`config.mk`:
```
export PLATFORM = sky130hd
export DESIGN_NAME = synth_ctrl
export DESIGN_NICKNAME = d
export VERILOG_FILES = /design/src/rtl/synth_ctrl.sv
export SDC_FILE = /design/constraint.sdc
export NUM_CORES = 1
export LEC_CHECK = 0
export ABC_CLOCK_PERIOD_IN_PS = 1600
export CAP_MARGIN = 10
export CORE_ASPECT_RATIO = 1.4
export CORE_UTILIZATION = 49
export CTS_CLUSTER_SIZE = 28
export DETAILED_ROUTE_END_ITERATION = 16
export GPL_TIMING_DRIVEN = 0
export PLACE_DENSITY = 0.84
export SKIP_LAST_GASP = 1
export SLEW_MARGIN = 40
export SYNTH_ARGS = -nofsm -noshare
export SYNTH_HDL_FRONTEND = slang
export SYNTH_SLANG_ARGS = --single-unit
```
`constraint.sdc`:
```
create_clock -name clk -period 1.6 [get_ports clk]
set_input_delay 0.4 -clock clk [delete_from_list [all_inputs] [get_ports clk]]
set_output_delay 0.4 -clock clk [all_outputs]
set_load 0.02 [all_outputs]
```
`src/rtl/synth_ctrl.sv`:
```
// Synth front-panel controller: debounced keys drive waveform select, base frequency and an
// optional octave arpeggiator (built only when SYNTH_CTRL_ARP_EN is defined).
module synth_ctrl #(
    parameter int          FCW_WIDTH       = 24,
    parameter int unsigned FCW_STEP        = 2**18,
    parameter int          DEBOUNCE_CYCLES = 1920,
    parameter int          TEMPO_SAMPLES   = 12000
) (
    input  logic                 clk,
    input  logic                 reset,
    input  logic [3:0]           key_n,
    input  logic                 advance,
    output logic [1:0]           sel,
    output logic [FCW_WIDTH-1:0] fcw,
    output logic                 arp_run,
    output logic [1:0]           arp_step
);

    localparam int DBW = (DEBOUNCE_CYCLES > 1) ? $clog2(DEBOUNCE_CYCLES) : 1;
    localparam logic [DBW-1:0]       DB_LAST  = DBW'(DEBOUNCE_CYCLES - 1);
    localparam logic [FCW_WIDTH:0]   STEP_X   = (FCW_WIDTH + 1)'(FCW_STEP);
    localparam logic [FCW_WIDTH-1:0] ALL_ONES = '1;

    function automatic logic [FCW_WIDTH-1:0] sat_up(input logic [FCW_WIDTH-1:0] b);
        logic [FCW_WIDTH:0] s;
        s = {1'b0, b} + STEP_X;
        return s[FCW_WIDTH] ? ALL_ONES : s[FCW_WIDTH-1:0];
    endfunction

    function automatic logic [FCW_WIDTH-1:0] sat_down(input logic [FCW_WIDTH-1:0] b);
        return ({1'b0, b} < STEP_X) ? '0 : (b - STEP_X[FCW_WIDTH-1:0]);
    endfunction

    logic [3:0]     sync1_q, sync2_q;
    logic [3:0]     db_q, db_d;
    logic [3:0]     press_q, press_d;
    logic [DBW-1:0] cnt_q [4];
    logic [DBW-1:0] cnt_d [4];

    // A level is accepted only after DEBOUNCE_CYCLES consecutive disagreeing samples
    always_comb begin
        db_d = db_q;
        for (int i = 0; i < 4; i++) begin
            cnt_d[i] = '0;
            if (sync2_q[i] != db_q[i]) begin
                if (cnt_q[i] == DB_LAST) begin
                    db_d[i] = sync2_q[i];
                end else begin
                    cnt_d[i] = cnt_q[i] + 1'b1;
                end
            end
        end
        press_d = db_q & ~db_d;
    end

    always_ff @(posedge clk) begin
        if (reset) begin
            sync1_q <= '1;
            sync2_q <= '1;
            db_q    <= '1;
            press_q <= '0;
            for (int i = 0; i < 4; i++) cnt_q[i] <= '0;
        end else begin
            sync1_q <= key_n;
            sync2_q <= sync1_q;
            db_q    <= db_d;
            press_q <= press_d;
            for (int i = 0; i < 4; i++) cnt_q[i] <= cnt_d[i];
        end
    end

    logic                 up_press, down_press;
    logic [1:0]           sel_pend_q, sel_q;
    logic [FCW_WIDTH-1:0] base_q, fcw_q, eff_word;

    assign up_press   = press_q[1] & ~press_q[2];
    assign down_press = press_q[2] & ~press_q[1];

    // Outputs take the values pending before this edge, so a press coincident with advance waits
    always_ff @(posedge clk) begin
        if (reset) begin
            sel_pend_q <= 2'd3;
            base_q     <= '0;
            sel_q      <= 2'd3;
            fcw_q      <= '0;
        end else begin
            if (press_q[0]) sel_pend_q <= sel_pend_q + 1'b1;
            if (up_press) begin
                base_q <= sat_up(base_q);
            end else if (down_press) begin
                base_q <= sat_down(base_q);
            end
            if (advance) begin
                sel_q <= sel_pend_q;
                fcw_q <= eff_word;
            end
        end
    end

`ifdef SYNTH_CTRL_ARP_EN
    localparam int TW = (TEMPO_SAMPLES > 1) ? $clog2(TEMPO_SAMPLES) : 1;
    localparam logic [TW-1:0] TEMPO_LAST = TW'(TEMPO_SAMPLES - 1);

    // Octave pattern 0,1,2,1 across the four steps; overflow saturates to all-ones
    function automatic logic [FCW_WIDTH-1:0] oct_shift(input logic [FCW_WIDTH-1:0] b,
                                                       input logic [1:0] step);
        logic [FCW_WIDTH+1:0] w;
        case (step)
            2'd0:    w = {2'b00, b};
            2'd2:    w = {b, 2'b00};
            default: w = {1'b0, b, 1'b0};
        endcase
        return (w[FCW_WIDTH+1:FCW_WIDTH] != 2'b00) ? ALL_ONES : w[FCW_WIDTH-1:0];
    endfunction

    typedef enum logic {ARP_OFF, ARP_RUN} arp_state_t;

    arp_state_t    state_q;
    logic [TW-1:0] tempo_q;
    logic [1:0]    step_q;
    logic          run_q;

    always_ff @(posedge clk) begin
        if (reset) begin
            state_q <= ARP_OFF;
            tempo_q <= '0;
            step_q  <= '0;
            run_q   <= 1'b0;
        end else begin
            case (state_q)
                ARP_OFF: begin
                    if (press_q[3]) begin
                        state_q <= ARP_RUN;
                        tempo_q <= '0;
                        step_q  <= '0;
                        run_q   <= 1'b1;
                    end
                end
                default: begin
                    if (press_q[3]) begin
                        state_q <= ARP_OFF;
                        tempo_q <= '0;
                        step_q  <= '0;
                        run_q   <= 1'b0;
                    end else if (advance) begin
                        if (tempo_q == TEMPO_LAST) begin
                            tempo_q <= '0;
                            step_q  <= step_q + 1'b1;
                        end else begin
                            tempo_q <= tempo_q + 1'b1;
                        end
                    end
                end
            endcase
        end
    end

    assign eff_word = (state_q == ARP_RUN) ? oct_shift(base_q, step_q) : base_q;
    assign arp_run  = run_q;
    assign arp_step = step_q;
`else
    logic unused_run_press;

    assign unused_run_press = press_q[3];
    assign eff_word         = base_q;
    assign arp_run          = 1'b0;
    assign arp_step         = 2'd0;
`endif

    assign sel = sel_q;
    assign fcw = fcw_q;

endmodule

```
* Yosys cells after proc, flatten, opt, wreduce, memory -nomap -nowiden *
Memory sizes are Yosys's and may differ from the RTL's.
Index checks and enable logic that the tools add are counted.

word-level totals
  bits in registers = 67
  memories = 1
  output and inout bits = 29
  memory bits (writable) = 44

cells by class
  equal/unequal tests = 8
  magnitude comparators = 1
  add/sub/neg operators = 7
  muxes and demuxes = 27
  bitwise gates (word level) = 10
  reductions and logical operators = 1

memories
  memory  words  width  rd ports  clocked after Yosys merged registers in  write ports  line  text
  cnt_q   4      11     4         0                                        4            37    logic [DBW-1:0] cnt_q [4];

operator list
  operator                                                      count
  two-way mux 11 bit                                            12
  two-way mux 24 bit                                            4
  adder 11 x 1 -> 11 bit, second input constant                 4
  == test 11 bit, second input constant                         4
  adder 24 x 19 -> 25 bit, second input constant                1
  less-than comparator 24 x 19 -> 1 bit, second input constant  1
  subtractor 24 x 19 -> 24 bit, second input constant           1
  two-way mux 1 bit                                             11
  != test 1 bit                                                 4
  OR 1 bit                                                      4
  bitwise AND 3 bit                                             1
  inverter 3 bit                                                1
  adder 2 x 1 -> 2 bit, second input constant                   1
  bitwise AND 1 bit                                             2
  inverter 1 bit                                                2
  nonzero test 2 bit                                            1

* Depth between registers and ports, before layout *
An unclocked memory read counts as a cell.

  depth in word-level cells = 6
  depth in mapped cells = 8
  gate-level depth less buffers = 6

* Worst setup path before layout *
Ideal clock, no wire load.

  path kind = flip-flop to flip-flop
  from = memory cnt_q[1][0] (netlist name)
  to = memory cnt_q[1][9] (netlist name)
  data required time = 1.485 ns
  path buffers = 1
  stages on the path, launching flop included = 7
  setup time = 0.115 ns
  period minus slack after synthesis = 1.572 ns
  arrival time = 1.457 ns
  path slack = 0.028 ns
  cell sequence = dfxtp_1 > ha_1 > nand4_1 > nor4_1 > or2_2 > buf_4 > nor2_1

RTL lines
  element      line
  from (decl)  37

==> qor.yml <==
core_region_area_mm2: 0.005565
min_period_over_period: 0.9632
min_from: "sync1_q[2]"
grt_max_degree: 11
track_usage: 0.1981
cp_num_cells: 6
cp_cell_sequence: "ha_4, nand4_1, nor4_4, or2_2, buf_2, nor2_1"
ir_drop_mv: 0.9764
report.final.slew_viol_count: 0
synth_top_area_cell: "dfxtp_1"
overflow: 0
worstSetupPathType: "flop to flop"
slew_headroom: 0.6086
clkLatencyLatePin_ps: 340
cp_top_family: "simple AND/OR/NAND/NOR gates"
syn_inst: 329
whs_path_depth: 1
ff2ff_setup_slack_ps: 60
fmax_ghz: 0.6488
fillerInstances: 476
finalHoldViolations: 0
fin_crit_ps: 1541
numCtsBuffers: 9
wl_per_cell_um: 12.48
cp-end-kind: "flop"
cts_tree: "yes"
io_buffers: 30
finalSetupTns_ps: 0
synth_area_leaders: "dfxtp_1 (44%), nor2_1 (6.8%), buf_4 (5.7%), xnor2_1 (4.3%), xor2_1 (4.0%)"
grt_pass1_vias: 2234
critPathSlowestCell: "dfxtp_2"
netlist_area_mm2: 0.002874
fp-row-count: 32
synth_cell_types: 46
dp_cells: 429
via_count: 2398
gp_congestion: 0.8721
die_y_um: 92.62
rsz0062_at_grt: "yes"
ys_async_sr_fraction: 0
ys_seq_area_frac: 0.4388
first_iter_violations: 154
htree_num_levels: 3
cts_sinks: 63
syn_to_final_growth_pct: 21.55
hp-class: "flop to flop"
cp_num_buf_inv: 1
root_buffer: "clkbuf_8"
setup_violations: 0
dp_hpwl_um: 3703
worstPathRequired_ps: 1830
reg2reg_to: "cnt_q[0][7]"
setup_slack_ps: 58.81
power.leakage_nw: 1.385
die_x_um: 66.73
synth-edff-count: 0
finClkSkew_ps: 6.601
io-pin-count: 36
powerDensity_mw_per_mm2: 824.4
r2r_start: "cnt_q[0][1]"
cts_hold_buf: 0
max_stage_delay_ps: 360
post-route-drc-count: 0
whs_endpoint: "sync2_q[2]"
cp.arrival_ps: 1780
grt_first_pass_wirelength_um: 9301
die_area_mm2: 0.006180
maxCapViolations: 0
yosysWarnings: 0
drive_above_1_share: 0.2344
r2r_cells: 6
status: "complete, no violations"
startpoint_type: "flop"
post_layout_nonfiller_instances: 452
fin_nets: 392
hold_ws_ps: 411.8
viasPerCell: 5.305
crit_fanout: 9
synth_top_area_frac: 0.4388
clk_path_buf_depth: 2
synth_seq_cells: 63
place_ws_ps: -454.2
synthFlopType: "dfxtp_1"
drt-total-wl_um: 5641
final_core_util: 0.6277
antenna_left: 0
cts.clk_slew.worst_paths_ps: 70
avgSynthCellArea_um2: 8.736
start_util: 0.5164
antenna_found_initial: 0
diodes: 0
drt_pass1_iterations: 4
worst_slew_pin_slew_ps: 587.1
==> cell families (layout without fill, tap and decap cells) <==
group                    after synthesis  after routing  share of synthesized area
adder cells (fa/ha/maj)                6              6                    0.02612
flip-flops                            63             63                     0.4388
other                                  1              3                   0.001305
buffers and inverters                 46             99                    0.09317
AND/OR/NAND/NOR                      137            137                     0.2329
AO/OA/AOI/OAI                         38             38                    0.08707
multiplexers                          11             11                    0.03831
XOR/XNOR                              27             27                    0.08228
==> synthesized netlist by cell type (all sizes together), types with 2 or more instances <==
cell type	instances
inv	14
o31ai	2
and3	7
o211ai	2
and2	3
buf	27
nor2	52
or4	2
mux2i	11
nor4	5
nor4b	2
nor2b	3
nand2	19
clkbuf	5
nor3	8
xnor2	14
xor2	13
a211oi	5
nand4	8
o21ai	8
a31oi	2
nand3	15
a21oi	10
dfxtp	63
or2	8
ha	6
==> cell type report <==
type	count	area (um^2)	share of cell area
sequential	63	1274	0.3646
inverter	14	52.55	0.01504
clock buffer	13	158.9	0.04549
timing repair buffer	37	274.0	0.07844
tap	68	85.08	0.02436
multi-input combinational	222	1415	0.4051
buffer	32	216.5	0.06196
clock inverter	3	17.52	0.005014
==> what timing repair did <==
item / in CTS / in global routing
setup endpoints to repair: 56 / 36
setup buffers: 5 / 2
gates resized for setup: 73 / 26
pin swaps: 1 / 5
==> state kept, by name, summed over array words and instances, names as in the netlist <==
register / cells
fcw: 7
sync2_q: 3
sel: 2
sel_pend_q: 2
base_q: 7
db_q: 3
press_q: 3
cnt_q: 33
sync1_q: 3
==> metrics by stage <==
stage / total power [mW] / instance area (um^2)
after global routing: 3.001 / 3493
final: 2.880 / 3493
after global placement: 1.686 / 3267
after floorplan: 1.665 / 2882
after detailed placement: 1.686 / 3267
after CTS: 2.899 / 3511
==> metal layers <==
metal | share of wire | global-route usage | vias up
li1 | - | - | 1194
met1 | 0.42 | 0.2218 | 1119
met2 | 0.50 | 0.3291 | 76
met3 | 0.063 | 0.06527 | 9
met4 | 0.015 | 0.09574 | 0
met5 | 0 | 0 | -
==> power breakdown <==
group / total [mW] / internal [mW] / switching [mW]
registers: 1.58 / 1.57 / 0.00543
logic: 0.0699 / 0.0310 / 0.0389
clock network: 1.23 / 0.642 / 0.588
total: 2.88 / 2.25 / 0.632
==> worst max-delay path by stage <==
stage	slack [ps]	to	startpoint
after floorplan	30	cnt_q[1][9]	cnt_q[1][0]
after global placement	-410	cnt_q[2][9]	reset
after detailed placement	-450	cnt_q[2][3]	reset
after CTS	-70	fcw[1]	fcw[17]
after global routing	-70	base_q[19]	base_q[18]
final	60	cnt_q[0][7]	cnt_q[0][1]
==> cell usage in the layout (no fill, tap or decap), types with 3 or more instances in the layout <==
cell and instances:
or2_2 8, and2_1 3, buf_4 27, clkbuf_1 6, dfxtp_2 4, o21ai_0 8, clkbuf_8 11, xor2_1 13
nor4_1 3, nand4_1 8, and3_1 6, ha_1 3, nand3_1 14, dfxtp_1 57, buf_2 20, clkdlybuf4s50_1 4
nand2_1 19, nor3_1 8, inv_1 13, conb_1 3, nor2b_1 3, mux2i_1 11, a21oi_1 10, a211oi_1 4
xnor2_1 14, nor2_1 52, dlygate4sd2_1 8
Power figures use the tool's default switching activity.
